==> config.mk <==
export PLATFORM = sky130hd
export DESIGN_NAME = reg_bank
export DESIGN_NICKNAME = d
export VERILOG_FILES = /design/src/rtl/reg_bank_pkg.sv /design/src/rtl/bank_entry.sv /design/src/rtl/reg_bank.sv
export SDC_FILE = /design/constraint.sdc
export NUM_CORES = 1
export LEC_CHECK = 0
export CAP_MARGIN = 20
export CORE_ASPECT_RATIO = 0.9
export CORE_MARGIN = 2
export CORE_UTILIZATION = 40
export DETAILED_ROUTE_END_ITERATION = 8
export PLACE_DENSITY = 0.65
export SETUP_SLACK_MARGIN = 0.4
export SLEW_MARGIN = 10
export SYNTH_ARGS = -nofsm -noshare
export SYNTH_HDL_FRONTEND = slang
export SYNTH_SLANG_ARGS = --single-unit
==> constraint.sdc <==
create_clock -name clock -period 2.3 [get_ports clock]
set_clock_uncertainty 0.15 [all_clocks]
set_input_delay 0.46 -clock clock [delete_from_list [all_inputs] [get_ports clock]]
set_output_delay 0.46 -clock clock [all_outputs]
set_load 0.02 [all_outputs]
==> src/rtl/reg_bank_pkg.sv <==
// Shared types and helpers for the multi-entry register bank.
package reg_bank_pkg;

    // Bank controller states: normal operation or a one-entry-per-cycle clear sweep.
    typedef enum logic {
        IDLE,
        SWEEP
    } bank_state_t;

    // True when an accepted write should be forwarded to a read port this cycle.
    function automatic logic bypass_hit(input logic        enable,
                                        input logic        accept,
                                        input int unsigned wr_addr,
                                        input int unsigned rd_addr);
        return enable && accept && (wr_addr == rd_addr);
    endfunction

endpackage

==> src/rtl/bank_entry.sv <==
// One storage word of the register bank; reset beats write, write beats clear.
module bank_entry #(
    parameter int WIDTH = 16
) (
    input  logic             clock,
    input  logic             reset,
    input  logic             en,
    input  logic             clear,
    input  logic [WIDTH-1:0] d,
    output logic [WIDTH-1:0] q
);

    // Storage word with async active-low reset, load, then synchronous clear.
    always_ff @(posedge clock or negedge reset) begin
        if (!reset) begin
            q <= '0;
        end else if (en) begin
            q <= d;
        end else if (clear) begin
            q <= '0;
        end
    end

endmodule

==> src/rtl/reg_bank.sv <==
// Parametrised register bank: one write port, two combinational read ports,
// optional write-to-read bypass and a multi-cycle clear sweep.
module reg_bank
    import reg_bank_pkg::*;
#(
    parameter int WIDTH  = 16,
    parameter int DEPTH  = 8,
    parameter int ADDR_W = $clog2(DEPTH),
    parameter int BYPASS = 1
) (
    input  logic              clock,
    input  logic              reset,
    input  logic              wr_en,
    input  logic [ADDR_W-1:0] wr_addr,
    input  logic [WIDTH-1:0]  wr_data,
    input  logic [ADDR_W-1:0] rd_addr_a,
    output logic [WIDTH-1:0]  rd_data_a,
    input  logic [ADDR_W-1:0] rd_addr_b,
    output logic [WIDTH-1:0]  rd_data_b,
    input  logic              clear_req,
    output logic              busy,
    output logic              clear_done,
    output logic              wr_drop
);

    localparam logic [ADDR_W-1:0] LAST = ADDR_W'(DEPTH - 1);

    bank_state_t       state_q, state_d;
    logic [ADDR_W-1:0] ptr_q, ptr_d;
    logic              wr_drop_q;
    logic              wr_accept;
    logic [WIDTH-1:0]  entry_q [DEPTH];

    assign wr_accept  = wr_en && (state_q == IDLE) && (32'(wr_addr) < DEPTH);
    assign busy       = (state_q == SWEEP);
    assign clear_done = (state_q == SWEEP) && (ptr_q == LAST);
    assign wr_drop    = wr_drop_q;

    for (genvar i = 0; i < DEPTH; i++) begin : g_entry
        logic en_i;
        logic clear_i;

        assign en_i    = wr_accept && (wr_addr == ADDR_W'(i));
        assign clear_i = (state_q == SWEEP) && (ptr_q == ADDR_W'(i));

        bank_entry #(
            .WIDTH(WIDTH)
        ) u_entry (
            .clock(clock),
            .reset(reset),
            .en   (en_i),
            .clear(clear_i),
            .d    (wr_data),
            .q    (entry_q[i])
        );
    end

    // Read muxes: out-of-range addresses read zero, bypass overrides stored data.
    always_comb begin
        rd_data_a = '0;
        rd_data_b = '0;
        if (32'(rd_addr_a) < DEPTH) begin
            rd_data_a = entry_q[rd_addr_a];
        end
        if (32'(rd_addr_b) < DEPTH) begin
            rd_data_b = entry_q[rd_addr_b];
        end
        if (bypass_hit(BYPASS != 0, wr_accept, 32'(wr_addr), 32'(rd_addr_a))) begin
            rd_data_a = wr_data;
        end
        if (bypass_hit(BYPASS != 0, wr_accept, 32'(wr_addr), 32'(rd_addr_b))) begin
            rd_data_b = wr_data;
        end
    end

    // Sweep FSM next state; terminates on compare with the last index, never on wrap.
    always_comb begin
        state_d = state_q;
        ptr_d   = ptr_q;
        unique case (state_q)
            IDLE: begin
                if (clear_req) begin
                    state_d = SWEEP;
                    ptr_d   = '0;
                end
            end
            SWEEP: begin
                if (ptr_q == LAST) begin
                    state_d = IDLE;
                    ptr_d   = '0;
                end else begin
                    ptr_d = ptr_q + 1'b1;
                end
            end
            default: begin
                state_d = IDLE;
                ptr_d   = '0;
            end
        endcase
    end

    // FSM state, sweep pointer and the registered write-drop pulse.
    always_ff @(posedge clock or negedge reset) begin
        if (!reset) begin
            state_q   <= IDLE;
            ptr_q     <= '0;
            wr_drop_q <= 1'b0;
        end else begin
            state_q   <= state_d;
            ptr_q     <= ptr_d;
            wr_drop_q <= wr_en && !wr_accept;
        end
    end

endmodule

### Yosys cells after proc, flatten, opt, wreduce, memory -nomap -nowiden

Cells that the tools add are included.
W data, S select, Z words.

* add/sub/neg operators: 1
* multiply operators: 0
* div/mod/pow operators: 0
* $lt $le $gt $ge: 2
* equality and inequality tests: 17
* shift-type cells: 0
* muxes and demuxes: 30
* bitwise operators: 3
* reduce and logical (&&, ||, !) cells: 31

Operator list (count)
* $mux W16: 22
* $bmux W16 S3: 2
* $eq A3 B3 Y1 const B: 8
* $logic_and A1 B1 Y1: 20
* $reduce_bool A2 Y1: 8
* $eq A3 B2 Y1 const B: 4
* $ge A4 B4 Y1 const B: 2
* $not A3 Y4: 2
* $eq A3 B1 Y1 const B: 2
* $eq A3 B3 Y1: 2
* $logic_not A3 Y1: 2
* $mux W3: 2
* $pmux W3 S2: 1
* $add A3 B1 Y3 const B: 1
* $mux W1: 2
* $ne A2 B2 Y1 const B: 1
* $pmux W1 S2: 1
* $logic_not A1 Y1: 1
* $not A1 Y1: 1

* flip-flop bits (word level): 133
* bits in latches: 0
* memory bits (writable): 0
* bits in read-only memories: 0
* bits of input ports: 29
* word-level logic and storage cells: 95
* memories: 0

### Longest topological paths before layout

* depth in word-level cells: 5
* depth in mapped cells: 6

### Cells and area by module

A second synthesis with hierarchy kept.

* cell total of the unflattened synthesis: 496
* area, all modules: 7826.3 um2

Modules (own cells, without submodules)
* bank_entry: times used 8, cells each 36, area an instance 595.6 um2, seq. area each 400.4 um2
* reg_bank: times used 1, cells each 208, area an instance 3061.7 um2, seq. area each 125.1 um2

### Least setup slack after synthesis

OpenSTA, ideal clock, no wires.

* kind: input-to-output
* start point: in rd_addr_a[1]
* end point: out rd_data_a[10]
* arrival time: 1.862 ns
* slack: -0.172 ns
* cell stages on the path: 5
* cell sequence: clkbuf_1 clkbuf_1 mux4_2 mux2_2 mux2_4

* cells in the longest elaborated chain, start to end: 5
* elaborated cells between the ends (all ways): 7
* those cells by class: eq/ne (1); mux (4); bitwise (1); reduce/logical (1)

Ends and longest elaborated chain
* from (decl): line reg_bank.sv:16 `input logic [ADDR_W-1:0] rd_addr_a,`
* $not A3 Y4 (not written as such): line reg_bank.sv:63 `rd_data_a = entry_q[rd_addr_a];`
* $bmux W16 S3: line reg_bank.sv:63
* $mux W16 (not written as such) (2 in series): line reg_bank.sv:63
* $mux W16 (*): line reg_bank.sv:68 `if (bypass_hit(BYPASS != 0, wr_accept, 32'(wr_addr), 32'(rd_addr_a))) begin`
* to (decl): line reg_bank.sv:17 `output logic [WIDTH-1:0] rd_data_a,`

Every way passes the cells marked *; elsewhere a longest branch is shown, timed or not. The select of a mux whose other input is x is not followed.

### Worst setup path after layout

* start point: in rd_addr_b[0]
* end point: out rd_data_b[9]

* cells in the longest elaborated chain, start to end: 5
* elaborated cells between the ends (all ways): 7
* those cells by class: eq/ne (1); mux (4); bitwise (1); reduce/logical (1)

Ends and longest elaborated chain
* from (decl): line reg_bank.sv:18 `input logic [ADDR_W-1:0] rd_addr_b,`
* $not A3 Y4 (not written as such): line reg_bank.sv:66 `rd_data_b = entry_q[rd_addr_b];`
* $bmux W16 S3: line reg_bank.sv:66
* $mux W16 (not written as such) (2 in series): line reg_bank.sv:66
* $mux W16 (*): line reg_bank.sv:71 `if (bypass_hit(BYPASS != 0, wr_accept, 32'(wr_addr), 32'(rd_addr_b))) begin`
* to (decl): line reg_bank.sv:19 `output logic [WIDTH-1:0] rd_data_b,`

Marks and branches as above.

==> metrics <==
die area 20,300 µm²; commonest non-fill, non-tap cell in the layout buf_4; vias in the first global route 6,910; max-slew violations 0; RSZ-0062 raised after global routing true; WHS 0.361 ns; pre-CTS WS -1.02 ns; sequential power share 31.4%; H-tree Lvls 4; placed cell count 918; clock share of power 23.9%; clock sinks 133; # fillers 1,455; Final WS setup -0.413 ns; share of layout cells above drive strength 1 53.8%; grt total ovfl 0; # setup viols final 32; ANT cells 0; row cnt 48; Syn Nets 575; Detailed Route WL 29.9 mm; nets 798; failing checks setup timing; Synth top area share 43.4%; R2R depth 6; TritonCTS clock tree done; Synth area leader dfrtp_1; io pins 64; combinational power share 44.7%; post-synthesis sequential area ratio 43.4%; Min-Delay Path Class register to register; Final min period 2.71 ns; Arr. time, crit path 2.10 ns; Synth Instances 540; Remaining DRCs 0; area grow syn2layout 47.8%; Synth Cell Area 7670 µm²; initial core utilization 40.4%; status complete, but fails checks; Hold Crit Depth 1; fmax 369 MHz; GR Util All Layers 30.2%; Post-synth ARST share 100%; Cell Pwr Density 1080 nW/µm²; Worst R2R End g_entry[0].u_entry.q[7]$_DFFE_PN0P_; ANT nets after route 0; Crit Path Class primary input to output port; number of flops mapped to enable cells by yosys 0; worst slew pin tran 0.468 ns; internal power 8.22 mW; switching power share of the total 32.9%; initial antenna violation count 0; FF-to-FF Start busy$_DFF_PN0_; clk root buf clkbuf_16; worst vdd ir 0.000712 V; initial drt markers 773; CP Launch Type primary input; Max FO, Critical Path 7; Worst-Skew Late Latency 0.43 ns; Die W 150 µm; Most used DFF post-synth dfrtp_1; wire length per cell 29.1 µm; Final Cycle Share 118%; Core Area 19,000 µm²; CTS Buf Count 17; chip height 135 µm; clock tree buffer depth 2; Max Cap Violations 0; Final Total Pwr 12.3 mW; Hold Path End g_entry[1].u_entry.q[9]$_DFFE_PN0P_; DRT Pass-1 Iters 6; Avg Vias per Cell 6.52; I/O Buffers 63; largest net degree at the start of global routing 46; worst path required time 1.69 ns; largest cells by area after synthesis dfrtp_1 43%, mux4_1 21%, a22o_1 13%; Vias 6,687; synth unique cells 31; Non-Filler Instances 1,025; first-pass GRT wire length 44.2 mm; switching pwr 4.04 mW; HPWL after DPL 16.0 mm; FF+latch count, synth 133; leakage power 5.41 nW; final hold vios 0; Rel. slew slack 68.8%; Synth warnings 0; gpl congestion 0.825; Clk pin slew, worst setup/hold paths 0.06 ns; most frequent cells in the layout 147 x buf_4, 133 x dfrtp_1, 112 x a22o_1, 59 x mux4_2, 57 x mux2_4; Worst Hold Launch g_entry[1].u_entry.q[9]$_DFFE_PN0P_; Critical Path End Type output port; R2R setup slack 0.34 ns; syn_area_per_cell 14.2 µm²
[flip-flops by register name, indices dropped and copies added (netlist names)]
name	count
busy	1
g_entry.u_entry.q	128
ptr_q	3
wr_drop	1
[worst max-delay path by stage]
stage | startpoint | endpoint | slack [ns]
CTS | rd_addr_b[0] | rd_data_b[9] | -0.39
global placement | rd_addr_b[1] | rd_data_b[9] | -0.99
detailed placement | rd_addr_b[1] | rd_data_b[9] | -1.02
global route | rd_addr_b[0] | rd_data_b[10] | -0.45
floorplan | rd_addr_a[0] | rd_data_a[10] | -0.11
finish | rd_addr_b[0] | rd_data_b[9] | -0.41
[timing repair]
| action | 4_1_cts | 5_1_grt |
|---|---|---|
| pin swaps | 5 | 34 |
| gates cloned | 12 | 1 |
| hold buffers | 1 | 0 |
| buffers inserted | 46 | 16 |
| gates resized for setup | 300 | 48 |
| hold endpoints to repair | 28 | 0 |
| endpoints found under the setup margin | 99 | 71 |
[metrics by stage]
| step | TNS, ns | area (µm²) | util, % |
|---|---|---|---|
| finish | -10.55 | 11300 | 59.7 |
| global route | -11.29 | 11300 | 59.7 |
| CTS | -10.41 | 11100 | 58.3 |
| detailed placement | -35.52 | 9660 | 50.9 |
| global placement | -35.08 | 9660 | 50.9 |
| floorplan | -2.95 | 7830 | - |
[logic make-up after synthesis]
group	Yosys count	share of synthesized area (%)
AOI/OAI and AO/OA	139	14.9
and+or+nand+nor	61	3.87
buffers and inverters	67	4.49
DFF	133	43.4
adders and majority gates	6	0.979
xor gates and xnor gates	6	0.685
muxes	128	31.7
[layer usage]
layer / GRT usage (%) / share of wire, % / vias to the layer above
met2: 47.7 / 48 / 570
met1: 37.5 / 35 / 3367
met5: 0 / 0 / -
li1: - / - / 2587
met3: 8.18 / 10 / 163
met4: 17.6 / 6.6 / 0
[power groups by stage]
stage                     combinational, mW  sequential (mW)  clock (mW)
after floorplan                        2.54             3.55           0
after global placement                 4.42             3.67           0
after detailed placement               4.54             3.75           0
after CTS                              5.10             3.77        2.94
after global routing                   5.70             3.91        3.06
final                                  5.48             3.84        2.93
[critical path: stages]
cell and delay, ns:
buf_12 0.11, buf_12 0.13, buf_4 0.12, mux4_1 0.57
mux2_2 0.30, mux2_4 0.27, buf_6 0.14
[layout make-up]
| type | instances | area (µm²) | share of cell area [%] |
|---|---|---|---|
| clock buffers | 19 | 453 | 4.00 |
| clock inverters | 12 | 179 | 1.58 |
| inverters | 5 | 18.8 | 0.166 |
| multi-input cells | 340 | 4120 | 36.4 |
| flip-flops and latches | 133 | 3330 | 29.4 |
| well taps | 250 | 313 | 2.76 |
| repair buffers | 266 | 2920 | 25.8 |
[synth_stat cells, types with 3 or more instances]
cell      instances
clkbuf_1         29
dfrtp_1         133
buf_1             6
mux4_1           60
o21ai_0          18
mux4_2            4
buf_2            17
nand2_1          22
nor2b_1           3
ha_1              6
a22o_1          112
mux2_2           53
nor2_1            8
mux2_4           11
a32oi_1           6
nand3_1          16
buf_6             9
inv_1             5
xnor2_1           6
Power figures use the tool's default switching activity.
